File: config.mk
export PLATFORM = sky130hd
export DESIGN_NAME = parity_frame_tx
export DESIGN_NICKNAME = d
export VERILOG_FILES = /design/src/rtl/parity_frame_tx.sv
export SDC_FILE = /design/constraint.sdc
export NUM_CORES = 1
export LEC_CHECK = 0
export BUFFER_PORTS_ARGS = -buffer_cell sky130_fd_sc_hd__buf_4
export CORE_MARGIN = 3
export CORE_UTILIZATION = 50
export DETAILED_ROUTE_END_ITERATION = 10
export PLACE_DENSITY = 0.71
export SETUP_SLACK_MARGIN = 0.1
export SKIP_LAST_GASP = 1
export SLEW_MARGIN = 10
export SYNTH_ARGS = -nofsm -noshare
export SYNTH_HDL_FRONTEND = slang
export SYNTH_SLANG_ARGS = --single-unit
File: constraint.sdc
create_clock -name clk -period 3.74 [get_ports clk]
set_clock_uncertainty 0.05 [all_clocks]
set_input_delay 0.374 -clock clk [delete_from_list [all_inputs] [get_ports clk]]
set_output_delay 0.374 -clock clk [all_outputs]
set_load 0.005 [all_outputs]
File: src/rtl/parity_frame_tx.sv
// Serial frame transmitter: start, 8 data bits LSB-first, parity, stop.
// Optional error injection input force_err is enabled by PARITY_TX_FORCE_ERR_EN.
module parity_frame_tx #(
  parameter int CLKS_PER_BIT = 16,
  parameter bit ODD_PARITY   = 1'b0
) (
  input  logic       clk,
  input  logic       reset,
`ifdef PARITY_TX_FORCE_ERR_EN
  input  logic       force_err,
`endif
  input  logic [7:0] data_in,
  input  logic       data_valid,
  output logic       data_ready,
  output logic       tx_out,
  output logic       busy,
  output logic       frame_done
);

  localparam int DIV_W = (CLKS_PER_BIT > 1) ? $clog2(CLKS_PER_BIT) : 1;
  localparam logic [DIV_W-1:0] DIV_MAX = DIV_W'(CLKS_PER_BIT - 1);

  typedef enum logic [2:0] {
    S_IDLE   = 3'd0,
    S_START  = 3'd1,
    S_DATA   = 3'd2,
    S_PARITY = 3'd3,
    S_STOP   = 3'd4
  } state_t;

  function automatic logic calc_parity(input logic [7:0] d, input logic odd, input logic inv);
    return (^d) ^ odd ^ inv;
  endfunction

  state_t           state_q, state_d;
  logic [DIV_W-1:0] div_q, div_d;
  logic [2:0]       bit_q, bit_d;
  logic [7:0]       data_q, data_d;
  logic             par_q, par_d;
  logic             tx_q, tx_d;
  logic             busy_q, busy_d;
  logic             done_q, done_d;
  logic             force_err_s;
  logic             term_s;

`ifdef PARITY_TX_FORCE_ERR_EN
  assign force_err_s = force_err;
`else
  assign force_err_s = 1'b0;
`endif

  assign term_s     = (div_q == DIV_MAX);
  assign tx_out     = tx_q;
  assign busy       = busy_q;
  assign frame_done = done_q;

  // State register and registered outputs
  always_ff @(posedge clk) begin
    if (reset) begin
      state_q <= S_IDLE;
      div_q   <= '0;
      bit_q   <= 3'd0;
      data_q  <= 8'h00;
      par_q   <= 1'b0;
      tx_q    <= 1'b1;
      busy_q  <= 1'b0;
      done_q  <= 1'b0;
    end else begin
      state_q <= state_d;
      div_q   <= div_d;
      bit_q   <= bit_d;
      data_q  <= data_d;
      par_q   <= par_d;
      tx_q    <= tx_d;
      busy_q  <= busy_d;
      done_q  <= done_d;
    end
  end

  // Next-state: divider, bit index, accept latching
  always_comb begin
    state_d = state_q;
    bit_d   = bit_q;
    data_d  = data_q;
    par_d   = par_q;
    if (state_q == S_IDLE || term_s) begin
      div_d = '0;
    end else begin
      div_d = div_q + DIV_W'(1);
    end
    case (state_q)
      S_IDLE: begin
        bit_d = 3'd0;
        if (data_valid) begin
          state_d = S_START;
          data_d  = data_in;
          par_d   = calc_parity(data_in, ODD_PARITY, force_err_s);
        end else begin
          state_d = S_IDLE;
        end
      end
      S_START: begin
        if (term_s) begin
          state_d = S_DATA;
          bit_d   = 3'd0;
        end else begin
          state_d = S_START;
        end
      end
      S_DATA: begin
        if (term_s && bit_q == 3'd7) begin
          state_d = S_PARITY;
        end else if (term_s) begin
          bit_d = bit_q + 3'd1;
        end else begin
          state_d = S_DATA;
        end
      end
      S_PARITY: begin
        if (term_s) begin
          state_d = S_STOP;
        end else begin
          state_d = S_PARITY;
        end
      end
      S_STOP: begin
        if (term_s) begin
          state_d = S_IDLE;
        end else begin
          state_d = S_STOP;
        end
      end
      default: begin
        state_d = S_IDLE;
      end
    endcase
  end

  // Output levels computed one cycle ahead from the next state
  always_comb begin
    data_ready = (state_q == S_IDLE);
    busy_d     = (state_d != S_IDLE);
    done_d     = (state_d == S_STOP) && (div_d == DIV_MAX);
    case (state_d)
      S_IDLE:   tx_d = 1'b1;
      S_START:  tx_d = 1'b0;
      S_DATA:   tx_d = data_q[bit_d];
      S_PARITY: tx_d = par_q;
      S_STOP:   tx_d = 1'b1;
      default:  tx_d = 1'b1;
    endcase
  end

endmodule

==> flow_summary_export.csv <==
group,metric,value,unit
clocking,cts.clk_slew.worst_paths,110,ps
critical_path,critical_path.cell_chain,"ha_1 -> and3_1 -> inv_4 -> ha_1 -> inv_1 -> mux2i_1 -> o22ai_1 -> mux2i_1 -> a211oi_1 -> o32a_1",
floorplanning,start_util,0.556,
clocking,insertion_delay,300,ps
synth,synth_cells,138,
hold_path,hp-class,"in2reg",
critical_path,worstSetupPathType,"reg2reg",
final_layout,fillerInstances,171,
sta,relSlewSlack,0.657,
power_and_ir_drop,power.share.switching,0.245,
synth,ys_seq_elements,22,
synth,synth.area.top_cells,"dfxtp_1 (38%), nand2_1 (7.2%), xnor2_1 (6.9%), nor2_1 (5.9%), a21oi_1 (4.8%)",
floorplanning,pin_count,15,
power_and_ir_drop,power_leakage,0.000501,µW
floorplanning,coreArea,0.00206,mm²
grt,grt_start_max_net_pins,18,
final_layout,finalNonFillerCells,175,
floorplanning,die_y,53.9,µm
sta,slew_violations,0,
synth,avgSynthCellArea,8.31,µm²
critical_path,crit_path_start_kind,"flop",
detailed_routing,vias,964,
power_and_ir_drop,internal_power,309,µW
floorplanning,die_x,53.9,µm
detailed_routing,vias_per_cell,5.51,
final_layout,diodes,0,
critical_path,critPathMaxFanout,7,
detailed_routing,antenna_left,0,
power_and_ir_drop,switchingPower,100,µW
clocking,htree_levels,1,
final_layout,nets,165,
clocking,cts_made_buffers,3,
sta,setup_viol,0,
placement,dp.final_hpwl,1720,µm
critical_path,slowest_stage,"dfxtp_1",
critical_path,critPathTopFamily,"compound AO/OA/AOI/OAI gates",
detailed_routing,firstDrtPassIters,4,
detailed_routing,drt_iter0_markers,19,
outcome,outcome,"completed",
power_and_ir_drop,p_seq_frac,0.611,
detailed_routing,wl_met3,70,µm
detailed_routing,drc,0,
clocking,postCtsSetupRepairBufs,0,
grt,antenna_found_initial,0,
clocking,cts_num_sinks,22,
clocking,root_buffer,"clkbuf_4",
synth,ys_types,38,
run,maxCapViolCount,0,
synth,netlist_area,0.00115,mm²
placement,placedCellCount,172,
power_and_ir_drop,comb_power_share,0.133,
clocking,cts.path.max_buffers,2,
critical_path,crit_arrival,2770,ps
detailed_routing,wirelength,2280,µm
placement,place_ws,1140,ps
placement,gp_congestion,0.882,
sta,hold_violations,0,
clocking,cts_tree,"done",
synth,yosysSeqAreaShare,0.384,
critical_path,cp-end-kind,"flop",
detailed_routing,met1Wirelength,1110,µm
final_layout,post-route-util,0.616,
final_layout,seq_area,440,µm²
final_layout,syn2layout_area_growth,10.8,%
clocking,cts-resized-gates,0,
sta,fin_ws,1120,ps
power_and_ir_drop,p_clk_frac,0.256,
floorplanning,num_rows,16,
sta,setup_tns,0,ps
grt,overflow,0,
clocking,cts_hold_buf,0,
sta,rsz0062_at_grt,"false",
final_layout,multiInputGateArea,651,µm²
sta,fmax,382,MHz
synth,synth_top_area_frac,0.384,
floorplanning,dieArea,0.00290,mm²
detailed_routing,highest_layer,"met4",
grt,grt_usage,0.188,
placement,numPortBuffers,14,
power_and_ir_drop,p_per_area,323,mW/mm²
final_layout,drive_gt1_frac,0.162,
grt,grt_pass1_wl,3870,µm
power_and_ir_drop,power,410,µW
synth,synth_fp_nets,153,
sta,worst-slew-pin-transition,514,ps
sta,period_share,0.700,
critical_path,worst_path_largest_cell_delay,390,ps
synth,synth_area_leader_cell,"dfxtp_1",
grt,grt_pass1_vias,876,
detailed_routing,wl_met2,1050,µm
detailed_routing,post_drt_wl_per_cell,13.0,µm
power_and_ir_drop,ir_drop,0.214,mV
sta,min_period,2620,ps
critical_path,critPathRequiredTime,3890,ps
critical_path,worst-path-buf-inv,2,
synth,yosysWarningCount,0,
[per-layer routing]
| layer | up-vias | GRT usage |
|---|---|---|
| met5 | - | 0 |
| met4 | 0 | 0.0894 |
| met3 | 5 | 0.0249 |
| met2 | 21 | 0.296 |
| met1 | 440 | 0.251 |
| li1 | 498 | - |
[synth_stat cells (all sizes together)]
library cell and instances:
a211o 1, a211oi 2, a21oi 11, a221oi 1
a31oi 3, and2 2, and3 1, and4 1
buf 4, clkbuf 3, dfxtp 22, ha 4
inv 4, mux2i 4, nand2 22, nand2b 1
nand3 2, nand3b 1, nand4 1, nor2 18
nor2b 1, nor3 4, nor3b 1, nor4 1
o211ai 2, o21a 1, o21ai 5, o22a 1
o22ai 1, o32a 1, or3 2, xnor2 9
xor2 1
[final timing paths]
check,endpoint,startpoint,slack (ps),depth (start not counted)
worst min-delay path,data_q[4],data_in[4],270,3
worst min register to register,data_q[7],data_q[7],420,2
worst max register to register,tx_out,div_q[0],1120,10
worst max-delay path,tx_out,div_q[0],1120,10
[through the flow]
stage	hold WS [ps]	cell area (µm²)
after CTS	262	1270
final	266	1270
after floorplan	380	1150
after global placement	396	1250
after global routing	260	1270
after detailed placement	400	1250
[area by class of cell]
type | count | share of cell area
Inverter | 4 | 0.0138
Multi-Input combinational cell | 105 | 0.512
Clock buffer | 3 | 0.0177
Timing Repair Buffer | 14 | 0.0828
Sequential cell | 22 | 0.347
Tap cell | 27 | 0.0266
[power by group through the flow]
stage	registers [µW]	logic [µW]	clock network, µW
final	250	54.5	105
after global routing	252	61.3	118
after CTS	251	55.1	108
after detailed placement	256	54.8	0
after global placement	256	53.5	0
after floorplan	253	38.0	0
[layout by cell type, fill, tap and decap left out, drive strengths merged, types with 2 or more instances in the layout]
master | synthesis | final
or3 | 2 | 2
nor2 | 18 | 18
o21ai | 5 | 5
ha | 4 | 4
inv | 4 | 4
a211oi | 2 | 2
nor3 | 4 | 4
and2 | 2 | 2
buf | 4 | 14
nand2 | 22 | 22
nand3 | 2 | 2
xnor2 | 9 | 9
o211ai | 2 | 2
mux2i | 4 | 4
clkbuf | 3 | 3
a21oi | 11 | 11
a31oi | 3 | 3
dfxtp | 22 | 22
[sequential cells by signal (all words and copies together), names as in the netlist]
name and count:
data_q 8, div_q 4, bit_q 3, state_q 3, busy 1, frame_done 1, par_q 1, tx_out 1
[worst min-delay path: stages]
cell and delay (ps):
buf_4 120, nand2_1 50, a21oi_1 50
[logic make-up after synthesis]
group / count (synthesis) / synth area share
simple gates: 58 / 0.230
compound gates: 29 / 0.182
flops: 22 / 0.384
buf+inv: 11 / 0.0480
xor+xnor: 10 / 0.0764
mux: 4 / 0.0349
fa+ha+maj: 4 / 0.0437
No activity file was read; power rests on OpenSTA's default activity.
